`src/rtl/mem_port_arbiter_pkg.sv`:
```
// ---------------------------------------------------------------------------
// mem_port_arbiter_pkg
// Purpose : shared encodings for the memory port arbiter.
//           - arb_state_t : arbiter FSM state (IDLE / fetch busy / data busy)
//           - DM_WORD     : access code driven on the bus for instruction fetch
//           - pick_d      : data-vs-fetch arbitration decision
// Ports   : none (package)
// ---------------------------------------------------------------------------
package mem_port_arbiter_pkg;

    typedef enum logic [1:0] {
        ARB_IDLE = 2'b00,
        ARB_IF   = 2'b01,
        ARB_D    = 2'b10
    } arb_state_t;

    localparam logic [2:0] DM_WORD = 3'b000;

    // D wins unless fetch is also waiting and D was the last one served.
    function automatic logic pick_d(input logic d_elig,
                                    input logic if_elig,
                                    input logic last_d);
        return d_elig & (~if_elig | ~last_d);
    endfunction

endpackage

```
`src/rtl/mem_arb_timer.sv`:
```
// ---------------------------------------------------------------------------
// mem_arb_timer
// Purpose : bus-wait timeout counter for the memory port arbiter.
//           Loaded on i_clear, counts down once per enabled cycle and
//           reports o_expired when the terminal count (zero) is reached.
//           The load value is TIMEOUT_CYCLES-1 so that o_expired is seen
//           before the TIMEOUT_CYCLES-th waiting edge, which lets the
//           arbiter abort on exactly that edge.
// Ports   : i_clk      clock
//           i_reset    asynchronous active-low reset
//           i_clear    reload the counter (transaction start)
//           i_en       count one wait cycle
//           o_expired  terminal count reached
// ---------------------------------------------------------------------------
module mem_arb_timer #(
    parameter int TIMEOUT_CYCLES = 255
) (
    input  logic i_clk,
    input  logic i_reset,
    input  logic i_clear,
    input  logic i_en,
    output logic o_expired
);

    localparam int CNT_W = (TIMEOUT_CYCLES > 1) ? $clog2(TIMEOUT_CYCLES) : 1;
    localparam logic [CNT_W-1:0] LOAD_VAL = CNT_W'(TIMEOUT_CYCLES - 1);

    logic [CNT_W-1:0] r_count;

    always_ff @(posedge i_clk or negedge i_reset) begin
        if (!i_reset) begin
            r_count <= LOAD_VAL;
        end else if (i_clear) begin
            r_count <= LOAD_VAL;
        end else if (i_en && (r_count != '0)) begin
            r_count <= r_count - CNT_W'(1);
        end
    end

    assign o_expired = (r_count == '0);

endmodule

```
`src/rtl/mem_port_arbiter.sv`:
```
// ---------------------------------------------------------------------------
// mem_port_arbiter
// Purpose : shares one external memory port between instruction fetch (IF,
//           read-only) and the data stage (D, load/store). D has priority,
//           but after D has been served a waiting fetch goes next, so fetch
//           cannot be starved. All outputs except the stalls are registered.
//
// Optional: MEM_TIMEOUT_EN - when defined, a transaction that waits
//           TIMEOUT_CYCLES cycles for i_bus_ready is aborted: the owner gets
//           its ack, o_rdata is zeroed and o_bus_err pulses. When undefined
//           the arbiter waits indefinitely and o_bus_err stays 0.
//
// Ports   : i_clk          clock, rising edge
//           i_reset        asynchronous active-low reset
//           i_if_req/addr  fetch request and address (held until ack)
//           o_if_ack       one-cycle fetch completion pulse
//           o_if_stall     i_if_req & ~o_if_ack
//           i_d_req/addr/wdata/we/dm_ctrl  data request (held until ack)
//           o_d_ack        one-cycle data completion pulse
//           o_d_stall      i_d_req & ~o_d_ack
//           o_rdata        read data, valid with the matching ack
//           o_bus_req/addr/wdata/we/dm_ctrl  registered bus transaction
//           i_bus_ready    completes the transaction while o_bus_req is high
//           i_bus_rdata    bus read data, sampled on the completing edge
//           o_bus_err      one-cycle pulse on timeout abort
//
// State table:
//   ARB_IDLE | bus free, arbitrate eligible requesters
//   ARB_IF   | fetch transaction on the bus, waiting for i_bus_ready
//   ARB_D    | data transaction on the bus, waiting for i_bus_ready
// ---------------------------------------------------------------------------
module mem_port_arbiter
    import mem_port_arbiter_pkg::*;
#(
    parameter int ADDR_W         = 32,
    parameter int DATA_W         = 32,
    parameter int TIMEOUT_CYCLES = 255
) (
    input  logic              i_clk,
    input  logic              i_reset,

    input  logic              i_if_req,
    input  logic [ADDR_W-1:0] i_if_addr,
    output logic              o_if_ack,
    output logic              o_if_stall,

    input  logic              i_d_req,
    input  logic [ADDR_W-1:0] i_d_addr,
    input  logic [DATA_W-1:0] i_d_wdata,
    input  logic              i_d_we,
    input  logic [2:0]        i_d_dm_ctrl,
    output logic              o_d_ack,
    output logic              o_d_stall,

    output logic [DATA_W-1:0] o_rdata,

    output logic              o_bus_req,
    output logic [ADDR_W-1:0] o_bus_addr,
    output logic [DATA_W-1:0] o_bus_wdata,
    output logic              o_bus_we,
    output logic [2:0]        o_bus_dm_ctrl,
    input  logic              i_bus_ready,
    input  logic [DATA_W-1:0] i_bus_rdata,
    output logic              o_bus_err
);

    arb_state_t        r_state;
    logic              r_last_d;
    logic              r_if_ack;
    logic              r_d_ack;
    logic [DATA_W-1:0] r_rdata;
    logic              r_bus_req;
    logic [ADDR_W-1:0] r_bus_addr;
    logic [DATA_W-1:0] r_bus_wdata;
    logic              r_bus_we;
    logic [2:0]        r_bus_dm_ctrl;
    logic              r_bus_err;

    logic w_if_elig;
    logic w_d_elig;
    logic w_grant;
    logic w_busy;
    logic w_timeout;
    logic w_done;

    // A requester whose ack is high this cycle has already been served and
    // must not be granted again on its stale request.
    assign w_if_elig = i_if_req & ~r_if_ack;
    assign w_d_elig  = i_d_req  & ~r_d_ack;
    assign w_busy    = (r_state != ARB_IDLE);
    assign w_grant   = (r_state == ARB_IDLE) & (w_if_elig | w_d_elig);

`ifdef MEM_TIMEOUT_EN
    logic w_tmr_expired;

    mem_arb_timer #(
        .TIMEOUT_CYCLES (TIMEOUT_CYCLES)
    ) u_timer (
        .i_clk     (i_clk),
        .i_reset   (i_reset),
        .i_clear   (w_grant),
        .i_en      (w_busy & ~i_bus_ready),
        .o_expired (w_tmr_expired)
    );

    // i_bus_ready on the timeout edge takes precedence (normal completion).
    assign w_timeout = w_busy & ~i_bus_ready & w_tmr_expired;
`else
    logic w_unused_timeout_cfg;

    assign w_unused_timeout_cfg = (TIMEOUT_CYCLES != 0);
    assign w_timeout            = 1'b0;
`endif

    assign w_done = i_bus_ready | w_timeout;

    always_ff @(posedge i_clk or negedge i_reset) begin
        if (!i_reset) begin
            r_state       <= ARB_IDLE;
            r_last_d      <= 1'b0;
            r_if_ack      <= 1'b0;
            r_d_ack       <= 1'b0;
            r_rdata       <= '0;
            r_bus_req     <= 1'b0;
            r_bus_addr    <= '0;
            r_bus_wdata   <= '0;
            r_bus_we      <= 1'b0;
            r_bus_dm_ctrl <= 3'b000;
            r_bus_err     <= 1'b0;
        end else begin
            // acks and the error flag are single-cycle pulses
            r_if_ack  <= 1'b0;
            r_d_ack   <= 1'b0;
            r_bus_err <= 1'b0;

            case (r_state)
                ARB_IDLE: begin
                    if (pick_d(w_d_elig, w_if_elig, r_last_d)) begin
                        r_bus_req     <= 1'b1;
                        r_bus_addr    <= i_d_addr;
                        r_bus_wdata   <= i_d_wdata;
                        r_bus_we      <= i_d_we;
                        r_bus_dm_ctrl <= i_d_dm_ctrl;
                        r_state       <= ARB_D;
                    end else if (w_if_elig) begin
                        r_bus_req     <= 1'b1;
                        r_bus_addr    <= i_if_addr;
                        r_bus_wdata   <= '0;
                        r_bus_we      <= 1'b0;
                        r_bus_dm_ctrl <= DM_WORD;
                        r_state       <= ARB_IF;
                    end
                end

                ARB_IF, ARB_D: begin
                    if (w_done) begin
                        r_bus_req <= 1'b0;
                        r_rdata   <= i_bus_ready ? i_bus_rdata : '0;
                        r_bus_err <= ~i_bus_ready;
                        if (r_state == ARB_D) begin
                            r_d_ack  <= 1'b1;
                            r_last_d <= 1'b1;
                        end else begin
                            r_if_ack <= 1'b1;
                            r_last_d <= 1'b0;
                        end
                        r_state <= ARB_IDLE;
                    end
                end

                default: begin
                    r_bus_req <= 1'b0;
                    r_state   <= ARB_IDLE;
                end
            endcase
        end
    end

    assign o_if_ack      = r_if_ack;
    assign o_d_ack       = r_d_ack;
    assign o_if_stall    = i_if_req & ~r_if_ack;
    assign o_d_stall     = i_d_req  & ~r_d_ack;
    assign o_rdata       = r_rdata;
    assign o_bus_req     = r_bus_req;
    assign o_bus_addr    = r_bus_addr;
    assign o_bus_wdata   = r_bus_wdata;
    assign o_bus_we      = r_bus_we;
    assign o_bus_dm_ctrl = r_bus_dm_ctrl;
    assign o_bus_err     = r_bus_err;

endmodule
```
`config.mk`:
```
export PLATFORM = sky130hd
export DESIGN_NAME = mem_port_arbiter
export DESIGN_NICKNAME = d
export VERILOG_FILES = /design/src/rtl/mem_port_arbiter_pkg.sv /design/src/rtl/mem_arb_timer.sv /design/src/rtl/mem_port_arbiter.sv
export SDC_FILE = /design/constraint.sdc
export NUM_CORES = 1
export LEC_CHECK = 0
export CORE_MARGIN = 2
export CORE_UTILIZATION = 38
export CTS_BUF_LIST = sky130_fd_sc_hd__clkbuf_8
export CTS_CLUSTER_SIZE = 25
export DETAILED_ROUTE_END_ITERATION = 10
export PLACE_DENSITY_LB_ADDON = 0.3
export RECOVER_POWER = 25
export SYNTH_ARGS = -nofsm -noshare
export SYNTH_HDL_FRONTEND = slang
export SYNTH_HIERARCHICAL = 1
export SYNTH_SLANG_ARGS = --single-unit
```
`constraint.sdc`:
```
create_clock -name i_clk -period 1.6 [get_ports i_clk]
set_clock_uncertainty 0.1 [all_clocks]
set_input_delay 0.4 -clock i_clk [delete_from_list [all_inputs] [get_ports i_clk]]
set_output_delay 0.4 -clock i_clk [all_outputs]
set_load 0.02 [all_outputs]
```
# After elaboration in Yosys (flattened, before gate mapping)
# Cells that the tools add are included.
# totals
ff_bits	107
input_bits	137
output_inout_bits	106
word_cells	54
# op_classes
eq_ne	4
mux	24
bitwise_logic	9
n_reduce_logical	6
# ops
cell	count
32-bit two-way mux	4
1-bit two-way mux	13
2-bit two-way mux	3
3-bit two-way mux	2
2-bit AND reduction	3
1-bit inverter	5
2-bit case mux with 2 select lines	1
1-bit bitwise AND	3
3-bit by 2-bit != test with 1-bit output, second input constant	1
2-bit by 1-bit equality test with 1-bit output, second input constant	1
2-bit equality test, second input constant	1
2-bit zero test	1
2-bit != test, second input constant	1
1-bit case mux with 2 select lines	1
2-bit nonzero test	1
2-bit OR reduction	1
1-bit bitwise OR	1

# Longest topological paths before layout
# logic_depth
ltp_word	7
mapped_depth	7
mapped_depth_nobuf	5

# Worst setup path after synthesis
# Ideal clock, no wire load.
# synth_path
path_type	register to register
startpoint	register r_d_ack (netlist: o_d_ack)
endpoint	register r_bus_addr[30] (netlist: o_bus_addr[30])
setup_time_ns	0.139
t_arrival_ns	1.408
required_time_ns	1.361
path_slack_ns	-0.046
path_stages_with_launch	7
n_path_buf	3
synth_period_minus_slack_ns	1.646
cell_sequence	dfrtp_1 -> nand2b_1 -> buf_6 -> buf_6 -> buf_2 -> a221oi_1 -> a22oi_1
# synth_between
elab_chain_cells	5
word_cells_on_any_way	6
classes_between	mux (1); bitwise (3); reduce/logical (2)
# synth_rtl
element	line	rtl
start, declared	mem_port_arbiter.sv:70	logic r_d_ack;
start signal, assigned	mem_port_arbiter.sv:122	r_d_ack <= 1'b0;
start signal, assigned	mem_port_arbiter.sv:133	r_d_ack <= 1'b0;
start signal, assigned	mem_port_arbiter.sv:161	r_d_ack <= 1'b1;
1-bit inverter *	mem_port_arbiter.sv:89	assign w_d_elig = i_d_req & ~r_d_ack;
1-bit bitwise AND *	mem_port_arbiter.sv:89	
1-bit bitwise AND *	mem_port_arbiter_pkg.sv:23	return d_elig & (~if_elig | ~last_d);
2-bit nonzero test (no line)	n/a	
2-bit AND reduction (no line)	n/a	
end signal, assigned	mem_port_arbiter.sv:140	r_bus_addr <= i_d_addr;
end signal, assigned	mem_port_arbiter.sv:147	r_bus_addr <= i_if_addr;
end, declared	mem_port_arbiter.sv:73	logic [ADDR_W-1:0] r_bus_addr;
# Every way passes the cells marked *; elsewhere a longest branch is shown, timed or not.
# A chain may end at the register's enable or synchronous reset.

# Worst setup path in the final report
# layout_path
startpoint	register r_d_ack (netlist: o_d_ack)
endpoint	register r_bus_wdata[8] (netlist: o_bus_wdata[8])
# layout_between
elab_chain_cells	5
word_cells_on_any_way	6
classes_between	mux (1); bitwise (3); reduce/logical (2)
# layout_rtl
element	line	rtl
1-bit inverter *	mem_port_arbiter.sv:89	
1-bit bitwise AND *	mem_port_arbiter.sv:89	
1-bit bitwise AND *	mem_port_arbiter_pkg.sv:23	
2-bit nonzero test (no line)	n/a	
2-bit AND reduction (no line)	n/a	
end signal, assigned	mem_port_arbiter.sv:141	r_bus_wdata <= i_d_wdata;
end, declared	mem_port_arbiter.sv:74	logic [DATA_W-1:0] r_bus_wdata;
# Marks and branches as above.

==> metrics <==
Synth warnings=6; initial antenna violation count=0; post-DP HPWL=10.88 mm; GRT Total Usage=0.2186; CP arrival=1870 ps; Netlist cell types=30; Cells after Synth=404; Post-layout nets=796; CP max stage delay=430 ps; Util after Layout=0.6418; CTS clk-pin slew, worst paths=110 ps; CP cell instances=nand2b_4 -> buf_6 -> nor3_4 -> buf_12 -> clkbuf_16 -> a22o_1; # DRC=0; worst-path maximum fanout=15; number of global-route vias before repair=4,441; TNS Setup=-847.5 ps; first-pass GRT wire length=22.92 mm; CTS tree=done; Worst Hold Class=register to register; syn_nets=543; TritonCTS Buffers=9; worst-margin pin slew=804.0 ps; Die Area=13,680 sq um; core area=12,520 sq um; ant diodes=0; CP startpoint kind=register; Final Critical Period=1651 ps; Max Fclk=605.7 MHz; antenna viol nets, final=0; # IOs=243; layout cell share with drive strength beyond 1=0.3595; critical path type=register to register; Post-DP Area=7596 sq um; total grt overflow=0; syn avg cell area=12.00 sq um; Initial DRC Count=237; Worst Path Required=1820 ps; via count=4,360; MaxCap Viol Count=0; Setup crit end kind=register; Final period util=1.032; failing checks=negative setup slack; Final Hold Vio Count=0; Die Ht=116.9 microns; synthesized area=4847 sq um; Initial Utilization=0.3872; # setup viols final=29; outcome=finished, violations left; Area Growth Syn to Fin=65.75%; Final WS setup=-50.97 ps; row cnt=41; Rel. slew slack=0.4640; pins over their slew limit=0; DR WL/cell=18.92 microns; fin area=8034 sq um; Max clock buf depth=2; count of clock tree sinks=106; RD Place Congestion=0.8374; Lkg Pwr=3.659 nW; clk_lat worst skew=380 ps; pin count of the biggest net entering global routing=59; sequential area share after synthesis=0.5472; Via density=5.228; final wirelength=15.78 mm; crit path max-delay cell type=dfrtp_2; flop and latch count out of synthesis=106; Die W=116.9 microns; Pre-Repair DR Iteration Count=4; # port buffers=241; Root Buffer Master=clkbuf_8; pwr/cell area=1965 nW/um^2; unrepaired setup endpoints after global routing=true; H-tree depth=3; peak supply drop=1322 uV
-- stage by stage --
step           power (mW)  instances  worst slack (ps)  hold slack [ps]
2_1_floorplan       9.710        404            -27.52            4.409
3_3_place_gp        13.75        806            -533.9            318.0
3_5_place_dp        14.00        806            -543.4            323.6
4_1_cts             15.62        828            -54.19            416.7
5_1_grt             16.80        834            -88.15            430.2
6_report            15.79        834            -50.97            413.8
-- synth_stat cells (all sizes together) --
cell type / n / area share
clkbuf: 21 / 0.016
buf: 21 / 0.034
a22o: 36 / 0.065
nand2: 1 / 0.00077
conb: 1 / 0.00077
and2: 1 / 0.0013
a221oi: 32 / 0.058
nor2b: 1 / 0.0013
o21ai: 34 / 0.036
nand3b: 1 / 0.0015
nand2b: 2 / 0.0026
nor4: 2 / 0.0026
inv: 38 / 0.030
a2111o: 1 / 0.0023
and3b: 33 / 0.060
nor2: 1 / 0.00077
ha: 2 / 0.0052
a211o: 1 / 0.0018
o22a: 1 / 0.0018
nor3: 1 / 0.0034
a22oi: 32 / 0.050
dfrtp: 106 / 0.55
mux2: 33 / 0.077
a21oi: 1 / 0.0010
a31oi: 1 / 0.0013
-- where the power goes --
| part | switching [mW] | total (mW) | internal, mW |
|---|---|---|---|
| clock | 0.964 | 1.64 | 0.674 |
| combinational | 5.02 | 9.38 | 4.36 |
| sequential | 0.724 | 4.77 | 4.05 |
| total | 6.71 | 15.8 | 9.08 |
-- logic make-up after synthesis --
| kind of cell | Yosys count | synth area share |
|---|---|---|
| AND/OR/NAND/NOR | 43 | 0.07383 |
| multiplexers | 33 | 0.07667 |
| other | 1 | 0.0007737 |
| flip-flops | 106 | 0.5472 |
| buffers and inverters | 80 | 0.07977 |
| AO/OA/AOI/OAI | 139 | 0.2166 |
| adder cells (fa/ha/maj) | 2 | 0.005162 |
-- critical path, delay by kind of cell (launching register included) --
| kind | cells | cell delay, ps |
|---|---|---|
| buf+inv | 3 | 480 |
| flops | 1 | 430 |
| simple gates | 2 | 440 |
| compound gates | 1 | 140 |
-- timing repair --
item / CTS / global route
buffers inserted: 3 / 3
pin swaps: 0 / 8
hold endpoints to repair: 106 / 0
gates resized for setup: 304 / 87
hold buffers: 1 / 0
setup endpoints to repair: 163 / 157
cloned: 2 / 4
-- sequential cells by signal, indices dropped and copies added (netlist names) --
signal and count:
o_bus_we 1, r_last_d 1, o_if_ack 1, o_bus_wdata 32, o_bus_req 1, o_bus_addr 32
o_rdata 32, o_d_ack 1, r_state 2, o_bus_dm_ctrl 3
-- path summary, 6_finish.rpt --
path | start | to | depth (start not counted) | slack (ps)
worst max-delay path | o_d_ack | o_bus_wdata[8] | 6 | -50
worst min-delay path | o_rdata[13] | o_rdata[13] | 1 | 410
worst max register to register | o_d_ack | o_bus_wdata[8] | 6 | -50
worst min register to register | o_rdata[13] | o_rdata[13] | 1 | 410
max in group asynchronous | i_reset | o_bus_wdata[31] | 3 | 170
min in group asynchronous | i_reset | o_rdata[13] | 3 | 640
-- per-layer routing --
metal | vias to the layer above | track usage | routed length (microns) | share of wire
li1 | 2010 | - | - | -
met1 | 2152 | 0.2582 | 6141 | 0.39
met2 | 175 | 0.3719 | 8047 | 0.51
met3 | 23 | 0.06952 | 1273 | 0.081
met4 | 0 | 0.08549 | 317 | 0.020
met5 | - | 0 | 0 | 0
-- cell usage in the layout, fill, tap and decap left out, types with 2 or more instances in the layout --
| cell type | n |
|---|---|
| clkdlybuf4s50_1 | 133 |
| dfrtp_1 | 104 |
| clkbuf_2 | 55 |
| a22o_1 | 36 |
| clkdlybuf4s15_2 | 35 |
| mux2_2 | 33 |
| inv_1 | 33 |
| o21ai_0 | 33 |
| and3b_1 | 32 |
| a22oi_1 | 30 |
| a221oi_2 | 23 |
| buf_4 | 19 |
| buf_6 | 13 |
| clkbuf_8 | 11 |
| a221oi_4 | 8 |
| buf_12 | 8 |
| clkdlybuf4s15_1 | 6 |
| buf_2 | 5 |
| inv_2 | 3 |
| clkbuf_16 | 3 |
| nand2b_4 | 2 |
| inv_4 | 2 |
| a22oi_2 | 2 |
| nor4_1 | 2 |
| clkinv_4 | 2 |
| dlygate4sd2_1 | 2 |
| dfrtp_2 | 2 |
| clkbuf_4 | 2 |
-- final cells by class --
class | instances | area, sq um
fillers | 1025 | 4483
flip-flops and latches | 106 | 2655
repair buffers | 284 | 2671
multi-input cells | 218 | 2148
well taps | 172 | 215.2
inverters | 38 | 147.6
clock buffers | 11 | 151.4
clock inverters | 5 | 45.04
Power figures use the tool's default switching activity.
